File: src/rtl/lib_switchblock_pkg.sv
// Shared Q(I.F) format constants and types for the switch-block datapath.
package lib_switchblock_pkg;

    localparam int I = 4;
    localparam int F = 4;
    localparam int W = I + F;

    localparam logic [W-1:0] QMAX = {1'b0, {(W-1){1'b1}}};
    localparam logic [W-1:0] QMIN = {1'b1, {(W-1){1'b0}}};

    typedef enum logic {
        RND_TRUNC   = 1'b0,
        RND_HALF_UP = 1'b1
    } rnd_mode_e;

    typedef struct packed {
        logic         sat;
        logic [W-1:0] val;
    } qres_t;

endpackage

File: src/rtl/q_round_sat.sv
// Combinational round/shift/saturate of one full-width Q product back to W bits.
module q_round_sat
    import lib_switchblock_pkg::*;
(
    input  logic signed [2*W-1:0] prod,
    input  rnd_mode_e             rnd,
    output logic        [W-1:0]   res,
    output logic                  sat
);

    localparam logic signed [2*W:0] HALF = (2*W+1)'(1 << (F-1));
    localparam logic signed [2*W:0] ZERO = '0;

    // One guard bit above the product so the rounding add cannot wrap.
    function automatic logic signed [2*W:0] round_shift(input logic signed [2*W-1:0] p,
                                                         input rnd_mode_e m);
        logic signed [2*W:0] r;
        r = (2*W+1)'(p) + ((m == RND_HALF_UP) ? HALF : ZERO);
        return r >>> F;
    endfunction

    // In range only when every bit from the W-bit sign position upward agrees.
    function automatic qres_t saturate(input logic signed [2*W:0] s);
        qres_t q;
        if (s[2*W:W-1] == '0 || s[2*W:W-1] == '1) begin
            q.sat = 1'b0;
            q.val = s[W-1:0];
        end else if (s[2*W]) begin
            q.sat = 1'b1;
            q.val = QMIN;
        end else begin
            q.sat = 1'b1;
            q.val = QMAX;
        end
        return q;
    endfunction

    logic signed [2*W:0] shifted;
    qres_t               q;

    assign shifted = round_shift(prod, rnd);
    assign q       = saturate(shifted);
    assign res     = q.val;
    assign sat     = q.sat;

endmodule

File: src/rtl/qmul_pipe_sat.sv
// Multi-lane 3-stage saturating Q(I.F) multiplier with valid/ready flow control
// and a sticky saturation event counter.
module qmul_pipe_sat
    import lib_switchblock_pkg::*;
#(
    parameter int LANES = 4,
    parameter int CNT_W = 16
) (
    input  logic                 clk_i,
    input  logic                 rst_i,
    input  logic                 in_valid_i,
    output logic                 in_ready_o,
    input  logic [LANES*W-1:0]   a_i,
    input  logic [LANES*W-1:0]   b_i,
    input  logic                 round_i,
    output logic                 out_valid_o,
    input  logic                 out_ready_i,
    output logic [LANES*W-1:0]   product_o,
    output logic [LANES-1:0]     sat_o,
    output logic [CNT_W-1:0]     sat_cnt_o,
    input  logic                 sat_clr_i
);

    logic                  en;
    logic                  vld_p0;
    logic                  vld_p1;
    rnd_mode_e             rnd_p0;
    rnd_mode_e             rnd_p1;
    logic signed [W-1:0]   a_p0    [LANES];
    logic signed [W-1:0]   b_p0    [LANES];
    logic signed [2*W-1:0] prod_p1 [LANES];
    logic        [W-1:0]   res_p1  [LANES];
    logic [LANES-1:0]      sat_p1;

    // The whole pipe moves in lockstep; it only freezes when the output is held.
    assign en         = !out_valid_o || out_ready_i;
    assign in_ready_o = en;

    always_ff @(posedge clk_i or posedge rst_i) begin
        if (rst_i) begin
            vld_p0      <= 1'b0;
            vld_p1      <= 1'b0;
            out_valid_o <= 1'b0;
            product_o   <= '0;
            sat_o       <= '0;
        end else if (en) begin
            vld_p0      <= in_valid_i;
            vld_p1      <= vld_p0;
            out_valid_o <= vld_p1;
            for (int k = 0; k < LANES; k++) begin
                product_o[k*W +: W] <= res_p1[k];
            end
            sat_o       <= sat_p1 & {LANES{vld_p1}};
        end
    end

    // Stage 1: operand capture
    always_ff @(posedge clk_i) begin
        if (en) begin
            for (int k = 0; k < LANES; k++) begin
                a_p0[k] <= a_i[k*W +: W];
                b_p0[k] <= b_i[k*W +: W];
            end
            rnd_p0 <= rnd_mode_e'(round_i);
        end
    end

    // Stage 2: full-width signed products
    always_ff @(posedge clk_i) begin
        if (en) begin
            for (int k = 0; k < LANES; k++) begin
                prod_p1[k] <= (2*W)'(a_p0[k]) * (2*W)'(b_p0[k]);
            end
            rnd_p1 <= rnd_p0;
        end
    end

    // Stage 3: round/saturate feeding the output register
    for (genvar k = 0; k < LANES; k++) begin : g_lane
        q_round_sat u_rs (
            .prod (prod_p1[k]),
            .rnd  (rnd_p1),
            .res  (res_p1[k]),
            .sat  (sat_p1[k])
        );
    end

    always_ff @(posedge clk_i or posedge rst_i) begin
        if (rst_i) begin
            sat_cnt_o <= '0;
        end else if (sat_clr_i) begin
            sat_cnt_o <= '0;
        end else if (out_valid_o && out_ready_i && (|sat_o) && (sat_cnt_o != '1)) begin
            sat_cnt_o <= sat_cnt_o + 1'b1;
        end
    end

endmodule

File: config.mk
export PLATFORM = sky130hd
export DESIGN_NAME = qmul_pipe_sat
export DESIGN_NICKNAME = d
export VERILOG_FILES = /design/src/rtl/lib_switchblock_pkg.sv /design/src/rtl/q_round_sat.sv /design/src/rtl/qmul_pipe_sat.sv
export SDC_FILE = /design/constraint.sdc
export NUM_CORES = 1
export LEC_CHECK = 0
export ABC_AREA = 0
export CAP_MARGIN = 20
export CORE_UTILIZATION = 45
export DETAILED_ROUTE_END_ITERATION = 8
export PLACE_DENSITY_LB_ADDON = 0.08
export SYNTH_ARGS = -nofsm -noshare
export SYNTH_HDL_FRONTEND = slang
export SYNTH_HIERARCHICAL = 1
export SYNTH_SLANG_ARGS = --single-unit
File: constraint.sdc
create_clock -name clk_i -period 21.1 [get_ports clk_i]
set_input_delay 4.22 -clock clk_i [delete_from_list [all_inputs] [get_ports clk_i]]
set_output_delay 4.22 -clock clk_i [all_outputs]
set_load 0.01 [all_outputs]
* Yosys cells after proc, flatten, opt, wreduce, memory -nomap -nowiden *
Memories as Yosys holds them, arrays and structs flattened.
Cells that the tools add are included.

storage, ports and cells
  register bits = 57
  bits in writable memories = 128
  bits of input ports = 70
  word-level logic and storage cells = 54
  memories kept = 3

cells by class
  add/sub/neg operators = 5
  $mul = 4
  eq/ne operators = 5
  muxes and demuxes = 13
  bitwise operators = 1
  reductions and logical operators = 15

memory list
  name     depth  bits a word  rd ports  clocked after memory_dff  write ports  RTL line             text
  prod_p1  4      16           4         0                         4            qmul_pipe_sat.sv:31  logic signed [2*W-1:0] prod_p1 [LANES];
  a_p0     4      8            4         0                         4            qmul_pipe_sat.sv:29  logic signed [W-1:0] a_p0 [LANES];
  b_p0     4      8            4         0                         4            qmul_pipe_sat.sv:30  logic signed [W-1:0] b_p0 [LANES];

operator list
  kind                                                             count
  16-bit by 5-bit adder with 17-bit output                         4
  8-bit by 8-bit multiplier with 16-bit output                     4
  10-bit equality test, second input constant                      4
  10-bit zero test                                                 4
  9-bit 2-to-1 mux                                                 4
  16-bit 2-to-1 mux                                                2
  8-bit 2-to-1 mux                                                 4
  16-bit by 1-bit adder with 16-bit output, second input constant  1
  16-bit inequality test, second input constant                    1
  1-bit logical OR                                                 5
  4-bit AND                                                        1
  4-bit 2-to-1 mux                                                 1
  4-bit OR reduction                                               1
  1-bit logical AND                                                3
  1-bit 2-to-1 mux                                                 2
  2-bit nonzero test                                               1
  1-bit zero test                                                  1

* Longest topological paths before layout *
  word-level depth = 6
  depth in mapped cells = 15

* By module *
The synthesis kept the hierarchy.

by module, submodules not included
  module         instances  cells an instance  area an instance (µm²)  sequential area each (µm²)
  qmul_pipe_sat  1          1473               16413.2                 5280.1
  q_round_sat    4          58                 390.4                   0.0

* Worst setup path after synthesis *
OpenSTA, ideal clock, no wires.

  kind = input-to-output
  start point = in out_ready_i
  end point = out in_ready_o
  arrival time = 8358 ps
  data required time = 16880 ps
  slack = 8522 ps
  cell stages on the path = 3
  buffers on the path = 2
  cells stage by stage = nand2b_1 > clkbuf_1 > clkbuf_1

between the ends
  word-level cells in the longest chain between the ends = 1

RTL lines
  what              RTL line             text
  start, declared   qmul_pipe_sat.sv:17  input logic out_ready_i,
  1-bit logical OR  qmul_pipe_sat.sv:36  assign en = !out_valid_o || out_ready_i;
  end, declared     qmul_pipe_sat.sv:12  output logic in_ready_o,

No other way between the ends.

* Worst setup path after layout *
Same ends and word-level chain as after synthesis.

==> qor.txt <==
maximum clock frequency: 0.0987 GHz
Slew Viols, Final: 0
crit path time final: 10.14 ns
measured slew at the worst slew-check pin: 0.955 ns
Die Y: 200 um
crit path launch type: input pin
Setup CP Type: in2out
vias per cell: 4.99
final setup fails: 0
vias in the first global route: 11900
Setup Skew: 0.00974 ns
Critical Path RT: 16.88 ns
Yosys Warn Count: 6
synthesized net count: 2100
Mean Syn Cell Area: 10.4 um2
Placed Area: 19400 um2
Root Buffer: clkbuf_16
Worst setup EP type: output port
DR iter-0 viols: 392
routability cong.: 0.821
clock tree sinks: 173
layout cell share with drive strength beyond 1: 4.48%
Hold Vio Cnt, Final: 0
Setup Fix Bufs, Post-CTS: 0
clk buf depth: 2
Finished Cell Area: 19900 um2
area of the die: 39900 um2
unrepaired setup endpoints after global routing: false
Port Buf Inserts: 123
worst-skew pair later-pin latency: 0.49 ns
H-tree levels: 4
status: finished clean
I/O pins: 124
Hold WC Path Type: reg2reg
Routed Wire Length: 34.0 mm
Die W: 200 um
# rows: 72
diode count: 0
CP Max Fanout: 41
initial core utilization: 45.6%
initial antenna violation count: 1
Post-CTS Resized: 0
Setup TNS Final: 0 ns
Core ar.: 38600 um2
Total GRT Usage: 18.8%
Num CTS Buffers: 17
drt drc: 0
routed vias: 11700
Detailed Place HPWL: 27.3 mm
post-route ant nets: 0
Synth Instances: 1689
Clock transition at path regs: 0.07 ns
relative slew slack: 36.3%
CP arrival: 5.92 ns
Tcrit/Tclk final: 48.0%
GRT overflow: 0
Fillers: 3638
CTS tree: built
MaxCap Viol Count: 0
hold-fix buffers at CTS: 0
Mapped Area: 17600 um2
Area Growth Syn to Fin: 13.4%
nets@finish: 2227
pin count of the biggest net entering global routing: 72
drt wl/cell: 14.5 um
Pre-Repair DR Iteration Count: 6
first-pass GRT wire length: 58.5 mm
## state kept, by name (all words and copies together), names as in the netlist
| signal | count |
|---|---|
| prod_p1 | 52 |
| a_p0 | 32 |
| b_p0 | 32 |
| product_o | 32 |
| sat_cnt_o | 16 |
| sat_o | 4 |
| out_valid_o | 1 |
| rnd_p0 | 1 |
| rnd_p1 | 1 |
| vld_p0 | 1 |
| vld_p1 | 1 |
## layer usage
metal	global-route usage [%]	vias up	routed length (um)
li1	-	5731	-
met1	24.9	5798	15900
met2	31.1	160	16500
met3	2.94	31	1010
met4	6.90	0	569
met5	0	-	0
## cells in the final DEF (no fill, tap or decap), types with 5 or more instances in the layout
| cell | n |
|---|---|
| o21a_1 | 13 |
| clkdlybuf4s50_1 | 123 |
| a21oi_1 | 66 |
| and3_1 | 12 |
| nor4_1 | 11 |
| fa_1 | 220 |
| nand2_1 | 105 |
| a21o_1 | 14 |
| clkbuf_16 | 17 |
| ha_1 | 121 |
| inv_4 | 5 |
| o31ai_1 | 8 |
| mux2i_1 | 6 |
| inv_1 | 331 |
| and4_1 | 6 |
| edfxtp_1 | 118 |
| nand2b_1 | 9 |
| xnor2_1 | 70 |
| and2_1 | 182 |
| xor2_1 | 20 |
| o22ai_1 | 5 |
| dfrtp_1 | 55 |
| nand4_1 | 26 |
| o21ai_0 | 10 |
| mux2_1 | 28 |
| mux2_2 | 11 |
| nor3_1 | 10 |
| nand3_1 | 34 |
| nor2b_1 | 33 |
| or3_1 | 7 |
| nor2_1 | 54 |
## final cells by class
type	count	area (um2)	area share, %
multi-input combinational	1165	11300	56.9
tap	518	648	3.25
inverter	333	1250	6.27
timing repair buffer	126	1250	6.29
clock inverter	12	81.3	0.408
sequential	173	4920	24.7
clock buffer	20	447	2.24
## worst max-delay path, stage by stage
cell and delay (ns):
clkdlybuf4s50_1 0.49, nand2b_4 0.51, clkdlybuf4s50_1 0.66
## final timing paths
| path | slack (ns) | end | from | cells after the start |
|---|---|---|---|---|
| worst min-delay path | 0.42 | rnd_p1 | rnd_p0 | 0 |
| worst max-delay path | 10.96 | in_ready_o | out_ready_i | 3 |
| max in group asynchronous | 16.33 | product_o[28] | rst_i | 3 |
| worst max register to register | 16.33 | prod_p1[0][14] | b_p0[0][4] | 15 |
| min in group asynchronous | 4.27 | product_o[2] | rst_i | 3 |
| worst min register to register | 0.42 | rnd_p1 | rnd_p0 | 0 |
## per-stage QoR
step / worst slack, ns / hold slack, ns / cells / utilization, %
floorplan: 8.84 / 0.400 / 1689 / -
global placement: 10.97 / 0.404 / 2315 / 50.3
detailed placement: 10.94 / 0.411 / 2315 / 50.3
CTS: 10.93 / 0.426 / 2347 / 51.7
global route: 10.88 / 0.430 / 2347 / 51.7
finish: 10.96 / 0.424 / 2347 / 51.7
Power is left out: the tool's default activity adds up to more than one toggle a clock period on the data nets, which glitch-free logic cannot reach.
